$ cat config.mk
export PLATFORM = sky130hd
export DESIGN_NAME = if_id_hazard
export DESIGN_NICKNAME = d
export VERILOG_FILES = /design/src/rtl/if_id_hazard_pkg.sv /design/src/rtl/if_id_hazard_load_use_detect.sv /design/src/rtl/if_id_hazard.sv
export SDC_FILE = /design/constraint.sdc
export NUM_CORES = 1
export LEC_CHECK = 0
export CORE_MARGIN = 3
export CORE_UTILIZATION = 40
export CTS_CLUSTER_SIZE = 28
export DETAILED_ROUTE_END_ITERATION = 10
export PLACE_DENSITY = 0.8
export SYNTH_ARGS = -nofsm -noshare
export SYNTH_HDL_FRONTEND = slang
export SYNTH_SLANG_ARGS = --single-unit
$ cat constraint.sdc
create_clock -name clk_i -period 2.5 [get_ports clk_i]
set_input_delay 0.25 -clock clk_i [delete_from_list [all_inputs] [get_ports clk_i]]
set_output_delay 0.25 -clock clk_i [all_outputs]
set_load 0.02 [all_outputs]
$ cat src/rtl/if_id_hazard_pkg.sv
// Shared types and constants for the IF/ID register and hazard unit.
// Opcodes, the bubble instruction word and the stall FSM states.
package if_id_hazard_pkg;

  localparam logic [5:0] OP_RTYPE = 6'h00;
  localparam logic [5:0] OP_BEQ   = 6'h04;
  localparam logic [5:0] OP_SW    = 6'h2B;
  localparam logic [5:0] OP_LW    = 6'h23;

  localparam logic [31:0] NOP_INST = 32'h0000_0000;

  typedef enum logic {
    RUN,
    LU_STALL
  } hzState_e;

  // Instruction classes that read rt as a source register.
  function automatic logic usesRt(input logic [5:0] op);
    logic r;
    r = 1'b0;
    unique case (1'b1)
      (op == OP_RTYPE): r = 1'b1;
      (op == OP_BEQ):   r = 1'b1;
      (op == OP_SW):    r = 1'b1;
      default:          r = 1'b0;
    endcase
    return r;
  endfunction

endpackage

$ cat src/rtl/if_id_hazard_load_use_detect.sv
// Load-use hazard detect: decoded instruction vs load in EX.
// Purely combinational; $zero never creates a dependency.
module load_use_detect
  import if_id_hazard_pkg::*;
(
  input  logic [5:0] op,
  input  logic [4:0] rs,
  input  logic [4:0] rt,
  input  logic       valid,
  input  logic       exMemRead,
  input  logic [4:0] exRt,
  output logic       hazard
);

  logic rsHit;
  logic rtHit;

  // Compare the load destination against both source fields.
  always_comb begin
    rsHit  = (exRt == rs);
    rtHit  = usesRt(op) && (exRt == rt);
    hazard = valid && exMemRead && (exRt != 5'd0)
             && (rsHit || rtHit);
  end

endmodule

$ cat src/rtl/if_id_hazard.sv
// IF/ID pipeline register with load-use stall and branch/jump flush.
// Optional perf counters under `IF_ID_PERF_CNT_EN.
module if_id_hazard
  import if_id_hazard_pkg::*;
#(
  parameter logic [31:0] NOP_INST = if_id_hazard_pkg::NOP_INST,
  parameter int PERF_W = 32
) (
  input  logic              clk_i,
  input  logic              rst_n_i,
  input  logic [31:0]       inst_i,
  input  logic [31:0]       pc_i,
  input  logic              ex_mem_read_i,
  input  logic [4:0]        ex_rt_i,
  input  logic              branch_taken_i,
  input  logic              jump_i,
  output logic [31:0]       inst_o,
  output logic [31:0]       pc_o,
  output logic              valid_o,
  output logic              stall_o,
`ifdef IF_ID_PERF_CNT_EN
  output logic [PERF_W-1:0] stall_cnt_o,
  output logic [PERF_W-1:0] flush_cnt_o,
`endif
  output logic              pc_write_o
);

  hzState_e state;
  hzState_e stateNxt;
  logic     hazard;
  logic     flush;

  load_use_detect uDetect (
    .op        (inst_o[31:26]),
    .rs        (inst_o[25:21]),
    .rt        (inst_o[20:16]),
    .valid     (valid_o),
    .exMemRead (ex_mem_read_i),
    .exRt      (ex_rt_i),
    .hazard    (hazard)
  );

  assign flush = branch_taken_i | jump_i;

  always_comb begin
    stateNxt   = RUN;
    stall_o    = 1'b0;
    unique case (state)
      RUN: begin
        if (hazard && !flush) begin
          stall_o  = 1'b1;
          stateNxt = LU_STALL;
        end
      end
      LU_STALL: begin
        stateNxt = RUN;
      end
      default: stateNxt = RUN;
    endcase
    pc_write_o = !stall_o;
  end

  always_ff @(posedge clk_i or negedge rst_n_i) begin
    if (!rst_n_i) begin
      state <= RUN;
    end else if (flush) begin
      state <= RUN;
    end else begin
      state <= stateNxt;
    end
  end

  always_ff @(posedge clk_i or negedge rst_n_i) begin
    if (!rst_n_i) begin
      inst_o  <= NOP_INST;
      pc_o    <= 32'd0;
      valid_o <= 1'b0;
    end else if (flush) begin
      inst_o  <= NOP_INST;
      pc_o    <= pc_i;
      valid_o <= 1'b0;
    end else if (!stall_o) begin
      inst_o  <= inst_i;
      pc_o    <= pc_i;
      valid_o <= 1'b1;
    end
  end

`ifdef IF_ID_PERF_CNT_EN
  always_ff @(posedge clk_i or negedge rst_n_i) begin
    if (!rst_n_i) begin
      stall_cnt_o <= '0;
      flush_cnt_o <= '0;
    end else begin
      if (stall_o) stall_cnt_o <= stall_cnt_o + 1'b1;
      if (flush)   flush_cnt_o <= flush_cnt_o + 1'b1;
    end
  end
`endif

endmodule

==> flow_summary.json <==
{
  "worstSetupPathType": "register to output port",
  "grt-ovfl-total": 0,
  "fin_area_um2": 4713,
  "dpl_cell_area_um2": 4466,
  "outcome": "finished, final reports clean",
  "yosysWarnings": 0,
  "dieWidth_um": 90.51,
  "grt_antenna_before_repair": 0,
  "finalCritPeriodShare_pct": 96.82,
  "ant_nets": 0,
  "hold-worst-slack_ps": 459.1,
  "grt_max_degree": 35,
  "ys_seq_elements": 66,
  "ir_drop_uv": 328.7,
  "clockBufferDepth": 2,
  "routed_wl_um": 7971,
  "seq_area_frac_synth_pct": 57.82,
  "cts-root-buf": "clkbuf_8",
  "core_area_um2": 6869,
  "min_period_ps": 2421,
  "grt_pass1_vias": 2498,
  "p_per_area_nw_per_um2": 549.8,
  "tns_ps": 0,
  "place_inst": 477,
  "hold_viol": 0,
  "drtIter0Drc": 41,
  "htree_num_levels": 3,
  "nets": 467,
  "fp.dieH_um": 90.51,
  "cp_max_fo": 4,
  "slew_headroom_pct": 49.13,
  "clk_pin_slew_ps": 60,
  "syn_area_um2": 2856,
  "layout.cells.non_filler": 492,
  "maxSlewViolCount": 0,
  "rows": 30,
  "drcViolationCount": 0,
  "cp-end-kind": "output port",
  "leakage_nw": 1.955,
  "via_per_inst": 4.896,
  "io_buffers": 140,
  "io-pin-count": 141,
  "dp_hpwl_um": 5790,
  "worstPathArrival_ps": 2170,
  "die_area_um2": 8191,
  "clock_skew_ps": 5.636,
  "tightest_slew_ps": 763.1,
  "dr.pass1.iters": 4,
  "setup_viol": 0,
  "synthFlopType": "dfrtp_1",
  "wl_per_cell_um": 16.20,
  "vias": 2409,
  "syn_area_per_cell_um2": 11.95,
  "grt_pass1_wl_um": 12930,
  "syn_nets": 313,
  "diodes": 0,
  "fillCellCount": 506,
  "syn_to_final_growth_pct": 65.00,
  "numCtsBuffers": 9,
  "synth_edf_count": 0,
  "gp_congestion": 0.8288,
  "drive_gt1_share_pct": 17.42,
  "critPathLaunchType": "register",
  "initial_core_util_pct": 41.58,
  "gr-usage-all-layers_pct": 19.95,
  "clk_latency_ps": 330,
  "fmax_mhz": 413.1,
  "cap_violations": 0,
  "synth_async_sr_flop_share_pct": 100.0,
  "cp.required_ps": 2250,
  "min_path_type": "input pin to register",
  "cts_tree": "built",
  "cts.sinks": 66,
  "synth.distinct_cells": 25,
  "postCtsSetupRepairBufs": 0,
  "synth_cells": 239
}
[critical path, stage by stage, from the launching register on]
cell and delay, ps:
dfrtp_1 410, or4_1 520, o21ai_1 180, nand3_2 150
a21oi_2 210, inv_1 50, dlygate4sd2_1 310
[power breakdown]
part / switching (mW) / leakage, nW / total, mW / internal, mW
combinational: 0.175 / 1.01 / 0.426 / 0.251
sequential: 0.0324 / 0.830 / 1.15 / 1.12
clock: 0.384 / 0.115 / 1.02 / 0.633
total: 0.591 / 1.96 / 2.59 / 2.00
[worst paths after layout]
kind | slack (ps) | startpoint | cells after the start | end
worst max register to register | 380 | inst_o[27] | 7 | inst_o[28]
min in group asynchronous | 530 | rst_n_i | 2 | pc_o[27]
worst max-delay path | 80 | inst_o[27] | 6 | pc_write_o
worst min register to register | 500 | pc_o[2] | 1 | pc_o[2]
worst min-delay path | 460 | inst_i[30] | 3 | inst_o[30]
max in group asynchronous | 1330 | rst_n_i | 3 | inst_o[28]
[metrics by stage]
| stage | worst slack (ps) | util [%] | power (mW) |
|---|---|---|---|
| floorplan | 384.6 | - | 1.315 |
| global placement | -135.2 | 65.01 | 1.584 |
| detailed placement | -130.1 | 65.01 | 1.592 |
| CTS | 76.17 | 68.40 | 2.608 |
| global route | -49.13 | 68.62 | 2.689 |
| finish | 79.43 | 68.62 | 2.591 |
[cells by family after synthesis]
| logic type | share of synthesized area, % |
|---|---|
| multiplexers | 16.29 |
| XOR/XNOR | 3.066 |
| flip-flops | 57.82 |
| AND/OR/NAND/NOR | 11.13 |
| buffers and inverters | 3.154 |
| AO/OA/AOI/OAI | 8.542 |
[flip-flops by register name (all words and copies together), names as in the netlist]
register and flops:
state 1, pc_o 32, inst_o 32, valid_o 1
[cells in the final DEF (no fill, tap or decap), types with 2 or more instances in the layout]
cell type        instances
clkdlybuf4s50_1        137
dfrtp_1                 66
nand2_1                 63
o22ai_1                 31
mux2_4                  28
buf_4                   15
clkbuf_8                12
xor2_1                   8
mux2_1                   4
buf_12                   3
xnor2_1                  2
or4_1                    2
nor2_1                   2
bufinv_16                2
dlygate4sd2_1            2
[cell type report]
cell class                 count  area (um2)  share of cell area [%]
sequential                    66        1652                   35.04
clock inverter                 2       60.06                   1.274
clock buffer                  12       165.2                   3.504
tap                           96       120.1                   2.548
multi-input combinational    155        1132                   24.02
inverter                       2       7.507                  0.1593
timing repair buffer         159        1577                   33.45
[metal layers]
layer | part of all wire (%) | wire length, um | GRT usage [%] | vias to the layer above
met1 | 42 | 3331 | 25.95 | 1152
met5 | 0 | 0 | 0 | -
met3 | 8.1 | 647 | 5.917 | 13
li1 | - | - | - | 1134
met2 | 48 | 3842 | 31.56 | 110
met4 | 1.9 | 149 | 7.270 | 0
[what timing repair did]
action,CTS,global route
pin swaps,0,0
hold endpoints to repair,4,0
endpoints found under the setup margin,2,2
gates resized for setup,2,3
hold buffers,1,0
[cells in the mapped netlist (2+ instances only)]
cell type / n / area (um2)
clkbuf_1: 13 / 48.80
nor2_1: 3 / 11.26
a21oi_1: 2 / 10.01
xnor2_1: 2 / 17.52
nand2_1: 63 / 236.5
dfrtp_1: 66 / 1652
mux2_4: 28 / 420.4
mux2_1: 4 / 45.04
or4_1: 2 / 15.01
o22ai_1: 31 / 193.9
nand3_1: 2 / 10.01
xor2_1: 8 / 70.07
buf_6: 3 / 33.78
Power figures use the tool's default switching activity.
